$ cat src/rtl/tia_hclock.sv
// tia_hclock: horizontal timing generator for the TIA model.
// Divides the color clock by four into non-overlapping two-phase strobes
// (hphi1 -> latch follow, hphi2 -> latch latch), runs the 57-state
// horizontal counter (228 color clocks per line) and decodes line_start,
// hsync and hblank, including the HMOVE-extended blank.
//
// All outputs are decoded purely from registered state, so nothing on the
// output side depends combinationally on rsync, hmove or reset.

module tia_hclock (
    input  logic       clock,
    input  logic       reset,
    input  logic       rsync,
    input  logic       hmove,
    output logic       hphi1,
    output logic       hphi2,
    output logic [5:0] hcount,
    output logic       line_start,
    output logic       hsync,
    output logic       hblank,
    output logic       hblank_ext
);

    // Line geometry: 57 counter states of four color clocks each.
    localparam logic [5:0] HCountLast    = 6'd56;
    localparam logic [5:0] HSyncFirst    = 6'd4;
    localparam logic [5:0] HSyncLast     = 6'd7;
    localparam logic [5:0] HBlankLast    = 6'd16;
    localparam logic [5:0] HBlankExtLast = 6'd18;

    // Phase 3 is the last color clock of a counter step; the pre-line state
    // (reset or rsync) parks here with the counter at its last value so that
    // the very next edge is a line wrap.
    localparam logic [1:0] PhaseLast     = 2'd3;

    logic [1:0] phase_q, phase_d;
    logic [5:0] hcount_q, hcount_d;
    logic       pend_q, pend_d;
    logic       ext_q, ext_d;

    logic       stepEdge;
    logic       wrapEdge;

    // A counter step happens on the edge leaving phase 3; a wrap is the step
    // that leaves the last counter value and begins a new line.
    assign stepEdge = (phase_q == PhaseLast);
    assign wrapEdge = stepEdge && (hcount_q == HCountLast);

    // Next-state logic: rsync forces the pre-line state while keeping any
    // pending HMOVE; otherwise advance phase/counter and manage the HMOVE
    // request so a strobe always targets the line after the one it lands in.
    always_comb begin
        phase_d  = phase_q;
        hcount_d = hcount_q;
        pend_d   = pend_q;
        ext_d    = ext_q;

        if (rsync) begin
            phase_d  = PhaseLast;
            hcount_d = HCountLast;
            pend_d   = pend_q | hmove;
        end else begin
            phase_d = phase_q + 2'd1;

            if (stepEdge) begin
                if (wrapEdge) begin
                    hcount_d = 6'd0;
                end else begin
                    hcount_d = hcount_q + 6'd1;
                end
            end

            if (wrapEdge) begin
                // The new line picks up what was pending; a strobe arriving
                // on this very edge is held for the line after it.
                ext_d  = pend_q;
                pend_d = hmove;
            end else if (hmove) begin
                pend_d = 1'b1;
            end
        end
    end

    // State register with synchronous reset into the pre-line state.
    always_ff @(posedge clock) begin
        if (reset) begin
            phase_q  <= PhaseLast;
            hcount_q <= HCountLast;
            pend_q   <= 1'b0;
            ext_q    <= 1'b0;
        end else begin
            phase_q  <= phase_d;
            hcount_q <= hcount_d;
            pend_q   <= pend_d;
            ext_q    <= ext_d;
        end
    end

    // Output decodes; the pre-line state (hcount 56, phase 3) decodes to
    // all-zero strobes, sync and blank.
    always_comb begin
        hphi1      = (phase_q == 2'd0);
        hphi2      = (phase_q == 2'd2);
        hcount     = hcount_q;
        line_start = (phase_q == 2'd0) && (hcount_q == 6'd0);
        hsync      = (hcount_q >= HSyncFirst) && (hcount_q <= HSyncLast);
        hblank     = (hcount_q <= HBlankLast) ||
                     (ext_q && (hcount_q <= HBlankExtLast));
        hblank_ext = ext_q;
    end

endmodule

$ cat config.mk
export PLATFORM = sky130hd
export DESIGN_NAME = tia_hclock
export DESIGN_NICKNAME = d
export VERILOG_FILES = /design/src/rtl/tia_hclock.sv
export SDC_FILE = /design/constraint.sdc
export NUM_CORES = 1
export LEC_CHECK = 0
export ABC_AREA = 1
export ABC_CLOCK_PERIOD_IN_PS = 1300
export BUFFER_PORTS_ARGS = -buffer_cell sky130_fd_sc_hd__buf_2
export CORE_UTILIZATION = 45
export CTS_CLUSTER_SIZE = 8
export DETAILED_ROUTE_END_ITERATION = 16
export PLACE_DENSITY = 0.7
export SLEW_MARGIN = 30
export SYNTH_ARGS = -nofsm -noshare
export SYNTH_HDL_FRONTEND = slang
export SYNTH_SLANG_ARGS = --single-unit
$ cat constraint.sdc
create_clock -name clock -period 1.3 [get_ports clock]
set_clock_uncertainty 0.05 [all_clocks]
set_input_delay 0.26 -clock clock [delete_from_list [all_inputs] [get_ports clock]]
set_output_delay 0.26 -clock clock [all_outputs]
set_load 0.02 [all_outputs]
==> flow_summary.json, run 1 <==
{
  "synth-simple-area-share_pct": 35.5,
  "cts_tree": "yes",
  "yosys.area_share.adder_pct": 10.7,
  "synthTopCellsByCount": "nand2_1, inv_1, dfxtp_1, nand3_1, nor2_1",
  "wl_per_cell_um": 16.1,
  "clockRootBuffer": "clkbuf_4",
  "synthXorXnorAreaFrac_pct": 0,
  "ios": 16,
  "r2r_setup_slack_ns": -0.20,
  "ant_nets": 0,
  "grt_pass1_vias": 609,
  "yosysMostFrequentCell": "nand2_1",
  "p_leak_nw": 0.506,
  "fin_crit_sh_pct": 128,
  "gp_congestion": 0.880,
  "dieWidth_um": 38.1,
  "clk_path_buf_depth": 2,
  "dr.pass1.iters": 4,
  "cp_top_family": "compound AO/OA/AOI/OAI gates",
  "overflow": 0,
  "synthArstFlopShare_pct": 0,
  "critPathMaxStageDelay_ns": 0.36,
  "startpoint_type": "flip-flop",
  "synth_edf_count": 0,
  "nets": 132,
  "crit_type": "reg2out",
  "placed_cell_area_um2": 832,
  "final_hold_viol_count": 0,
  "design_area_um2": 1050,
  "num_vias": 746,
  "hold_start": "reset",
  "synth_sequential_area_ratio_pct": 34.2,
  "slew_violations": 0,
  "clk_pin_slew_ns": 0.07,
  "yosysTopAreaCell": "dfxtp_1",
  "path_buf_inv": 3,
  "antenna_found_initial": 0,
  "regArea_um2": 216,
  "cp_max_fo": 2,
  "dr.first_iter.drc_count": 25,
  "synth.area.top_cells": "dfxtp_1, nand2_1, ha_1, inv_1, nand3_1",
  "timing.rr.start": "hcount[1]$_SDFFE_PP0N_",
  "core_um2": 1160,
  "grt_first_pass_wirelength_um": 2610,
  "syn-num-nets": 94,
  "insertedDiodeCount": 0,
  "drc": 0,
  "syn-cell-area_um2": 586,
  "vias_per_cell": 5.53,
  "grt_max_degree": 8,
  "setup_viol": 11,
  "start_util_pct": 50.6,
  "postCtsHoldBufs": 0,
  "clock-sinks": 10,
  "portBuffers": 15,
  "worst_pin_slew_ns": 0.286,
  "die_y_um": 38.1,
  "layout_min_cycle_time_ns": 1.66,
  "n_fill_cell": 49,
  "violations": "setup timing",
  "crit_slowest_cell": "dfxtp_4",
  "maxCapViolCount": 0,
  "drive_gt1_share_pct": 67.8,
  "synth_cells": 85,
  "grt_use_total_pct": 27.3,
  "syn_avg_cell_area_um2": 6.89,
  "synth_compound_area_share_pct": 8.12,
  "syn2layout_area_growth_pct": 79.1,
  "cts_htree_levels": 1,
  "worst_setup_path_end_kind": "output pin",
  "cp.required_ns": 0.99,
  "ys_ff_latch": 10,
  "hpwl_um": 1150,
  "synth-warning-count": 0,
  "fmax_ghz": 0.601,
  "startpoint": "hcount[0]$_SDFFE_PP0N_",
  "clock_latency_ns": 0.27,
  "numCtsBuffers": 3,
  "path_cells": "inv_4 > buf_4 > o211ai_1 > a21oi_2 > buf_6",
  "ys.flop_type": "dfxtp_1",
  "drt_wl_total_um": 2170,
  "finalPower_uw": 907,
  "synth_top_family_by_area": "simple AND/OR/NAND/NOR gates",
  "vdd_drop_max_v": 0.000644,
  "synth_cell_types": 18,
  "hp-class": "in2reg",
  "p_per_area_nw_per_um2": 865,
  "synth_top_area_share_pct": 34.2,
  "arrival_ns": 1.35,
  "relSlewSlack_pct": 80.8,
  "num_rows": 12,
  "muxShareOfSynthArea_pct": 0,
  "setup_slack_ns": -0.365,
  "rsz0062_at_grt": "true",
  "die_area_um2": 1450,
  "outcome": "finished, violations left",
  "multi_input_area_um2": 465
}
## power by group
group          internal [mW]  switching [mW]  total, mW  leakage [nW]
Combinational          0.139           0.195      0.334         0.409
Sequential             0.327          0.0225      0.350        0.0833
Clock                  0.107           0.117      0.224        0.0138
## sequential cells by signal, indices dropped and copies added, names as in the netlist
| register | count |
|---|---|
| pend_q | 1 |
| hcount | 6 |
| phase_q | 2 |
| hblank_ext | 1 |
## worst paths after layout
check / end / cells past startpoint
worst max register to register: hcount[1]$_SDFFE_PP0N_ / 10
worst min register to register: pend_q$_SDFFE_PP0P_ / 2
worst min-delay path: pend_q$_SDFFE_PP0P_ / 2
worst max-delay path: hblank / 5
## layout by cell type (no fill, tap or decap)
cell type,Yosys,final
o211ai_1,1,1
inv_2,2,7
nand4_1,2,2
nor2_4,1,3
nor4_4,0,1
buf_6,0,7
inv_4,0,3
dfxtp_1,10,3
nand3_4,1,1
ha_1,5,1
or2_2,2,2
buf_4,0,17
a21oi_1,6,2
o21ai_1,1,1
nand3_2,0,5
o21ai_0,1,1
nor2_1,7,3
dfxtp_2,0,4
nor3_2,0,1
nand2_2,0,4
nand3_1,7,2
ha_4,0,4
inv_1,16,8
nand2_1,20,15
buf_2,0,9
a21oi_2,0,4
dfxtp_4,0,3
nand2_4,0,1
clkbuf_4,0,3
nor2_2,1,3
## metrics by stage
stage                     cells   TNS, ns  worst slack (ns)  utilization [%]  hold WS (ns)
after floorplan              85   -0.0613           -0.0349                -         0.279
after global placement      127  -0.00222          -0.00222             72.0         0.348
after detailed placement    127   -0.0344           -0.0209             72.0         0.369
after CTS                   133    -0.579            -0.267             81.2         0.164
after global routing        135     -2.20            -0.385             90.7         0.153
final                       135     -1.72            -0.365             90.7         0.152
## cell families after synthesis
group,Yosys count
flip-flops,10
AO/OA/AOI/OAI,9
AND/OR/NAND/NOR,43
buffers and inverters,18
adder cells (fa/ha/maj),5
## worst register-to-register path: cells and delay by family, from the launching register on
family	cells	cell delay, ns
AO/OA/AOI/OAI	1	0.13
adder cells (fa/ha/maj)	1	0.15
AND/OR/NAND/NOR	3	0.27
buffers and inverters	5	0.48
flip-flops	1	0.37
## cell type report
cell class | instances | share of cell area [%]
multi-input combinational | 57 | 44.4
tap | 14 | 1.67
sequential | 10 | 20.6
clock buffer | 3 | 2.15
inverter | 18 | 7.16
timing repair buffer | 33 | 24.0
## timing repair
item	4_1_cts	5_1_grt
pin swaps	5	9
resized for setup	23	26
buffers inserted	3	2
endpoints found under the setup margin	6	15
## metal layers
metal	track usage, %	wire [um]
met5	0	0
met4	13.4	64
met3	5.23	152
met2	48.3	1130
met1	30.7	831
Note: power is estimated with default switching activity, not from simulation.
==> run 2: changes to the inputs <==
ABC_CLOCK_PERIOD_IN_PS = 1500   (was 1300)
CORE_UTILIZATION = 44   (was 45)
PLACE_DENSITY = 0.72   (was 0.7)
clock period = 1.5 ns   (was 1.3 ns; I/O delays follow)
==> run 2 against run 1 <==
Effect of this change: global-route usage is 3.9 points lower; critical path depth stayed put; worst hold slack better by 0.049 ns; via count is 18% lower; sequential power is 13% lower; combinational power is 41% lower; sequential share of layout area is 4.8 points higher; the run still ends with setup timing left; total power is 25% lower; count of clock-buffer cells in the layout stayed put; design area is 23% lower; first-iteration DRC count is 40% lower; core utilization is 21 points lower.
==> flow_summary.json, run 2 (synthesis gave the netlist of run 1 again) <==
{
  "outcome": "finished, violations left",
  "violations": "setup timing",
  "met1_usage_pct": 27.9,
  "numCtsBuffers": 3,
  "setup_slack_ns": -0.0909,
  "use_met2_pct": 39.6,
  "wl_per_cell_um": 11.0,
  "hp-class": "in2reg",
  "num_vias": 611,
  "reg2reg_depth": 9,
  "p_leak_nw": 0.420,
  "crit_type": "reg2out",
  "hold_depth": 2,
  "placed_cell_area_um2": 707,
  "gp_congestion": 0.730,
  "cts_tree": "yes",
  "cp_max_fo": 2,
  "postCtsHoldBufs": 0,
  "num_rows": 12,
  "overflow": 0,
  "fin_crit_sh_pct": 106,
  "clock-sinks": 10,
  "cts_htree_levels": 1,
  "regArea_um2": 206,
  "final_hold_viol_count": 0,
  "p_per_area_nw_per_um2": 843,
  "multi_input_area_um2": 372,
  "die_y_um": 38.5,
  "r2r_setup_slack_ns": 0.18,
  "clk_path_buf_depth": 2,
  "largest_reg_flops": 6,
  "syn2layout_area_growth_pct": 38.5,
  "clk_pin_slew_ns": 0.06,
  "finish.utilization_pct": 69.2,
  "final_cell_mix": "nand2_1, buf_2, inv_1, inv_2, buf_4",
  "arrival_ns": 1.24,
  "layout_min_cycle_time_ns": 1.59,
  "rsz0062_at_grt": "true",
  "worst_setup_path_end_kind": "output pin",
  "reg2reg_to": "hcount[1]$_SDFFE_PP0N_",
  "vdd_drop_max_v": 0.000585,
  "grt_pass1_vias": 578,
  "grt-busiest-layer": "met2",
  "layoutNonFillerInstCount": 123,
  "tns_ns": -0.181,
  "startpoint_type": "flip-flop",
  "insertedDiodeCount": 0,
  "grt_first_pass_wirelength_um": 2360,
  "finalPower_uw": 683,
  "grt_use_total_pct": 23.4,
  "final_common_cell": "nand2_1",
  "hold_start": "reset",
  "setup_viol": 2,
  "timing.rr.start": "hcount[0]$_SDFFE_PP0N_",
  "ant_nets": 0,
  "min_to": "pend_q$_SDFFE_PP0P_",
  "met3_usage_pct": 3.49,
  "drt_wl_total_um": 1350,
  "vias_per_cell": 4.97,
  "dr.pass1.iters": 4,
  "pre_cts_ws_ns": 0.0439,
  "nets": 120,
  "cp.required_ns": 1.15,
  "grt_max_degree": 8,
  "portBuffers": 15,
  "drive_gt1_share_pct": 45.9,
  "dp_cells": 115,
  "slew_violations": 0,
  "dr.first_iter.drc_count": 15,
  "fmax_ghz": 0.629,
  "die_area_um2": 1480,
  "drc": 0,
  "clock_latency_ns": 0.26,
  "maxCapViolCount": 0,
  "worst_pin_slew_ns": 0.248,
  "start_util_pct": 50.0,
  "antenna_found_initial": 0,
  "n_fill_cell": 99,
  "ios": 16,
  "relSlewSlack_pct": 83.5,
  "design_area_um2": 811,
  "hpwl_um": 949,
  "core_um2": 1170,
  "clockRootBuffer": "clkbuf_4",
  "whs_ns": 0.201,
  "dieWidth_um": 38.5
}
## run 2: how the worst max path moves through the flow
stage                 end              startpoint  slack (ns)  cells after the start
3_3_place_gp       hblank  hcount[0]$_SDFFE_PP0N_        0.07                      7
2_1_floorplan      hblank  hcount[1]$_SDFFE_PP0N_       0.003                      6
4_1_cts            hblank  hcount[1]$_SDFFE_PP0N_       -0.10                      7
3_5_place_dp       hblank  hcount[0]$_SDFFE_PP0N_        0.04                      7
6_report       line_start  hcount[1]$_SDFFE_PP0N_       -0.09                      5
5_1_grt        line_start  hcount[1]$_SDFFE_PP0N_       -0.17                      5
## run 2: worst max-delay path, stage by stage, from the launching register on
cell     delay [ns]
dfxtp_2        0.32
inv_2          0.07
ha_4           0.13
nand2_2        0.07
nor4_4         0.20
buf_4          0.17
## run 2: where the power goes
part           total (mW)  switching (mW)  internal (mW)
logic               0.196           0.121         0.0755
registers           0.304          0.0185          0.286
clock network       0.183          0.0904         0.0927
total               0.683           0.230          0.454
## run 2: layer usage
metal	share of wire (%)	up-vias
met2	49	14
met3	3.1	5
met4	2.2	0
met1	46	277
li1	-	315
met5	0	-
## run 2: area by class of cell
| type | instances | area share, % |
|---|---|---|
| multi-input combinational | 57 | 45.8 |
| sequential | 10 | 25.5 |
| timing repair buffer | 21 | 15.4 |
| inverter | 18 | 8.33 |
| clock buffer | 3 | 2.78 |
| tap | 14 | 2.16 |
## run 2: repair_timing
action,CTS,global route
setup buffers,5,0
resized for setup,16,4
endpoints found under the setup margin,2,4
pin swaps,2,1
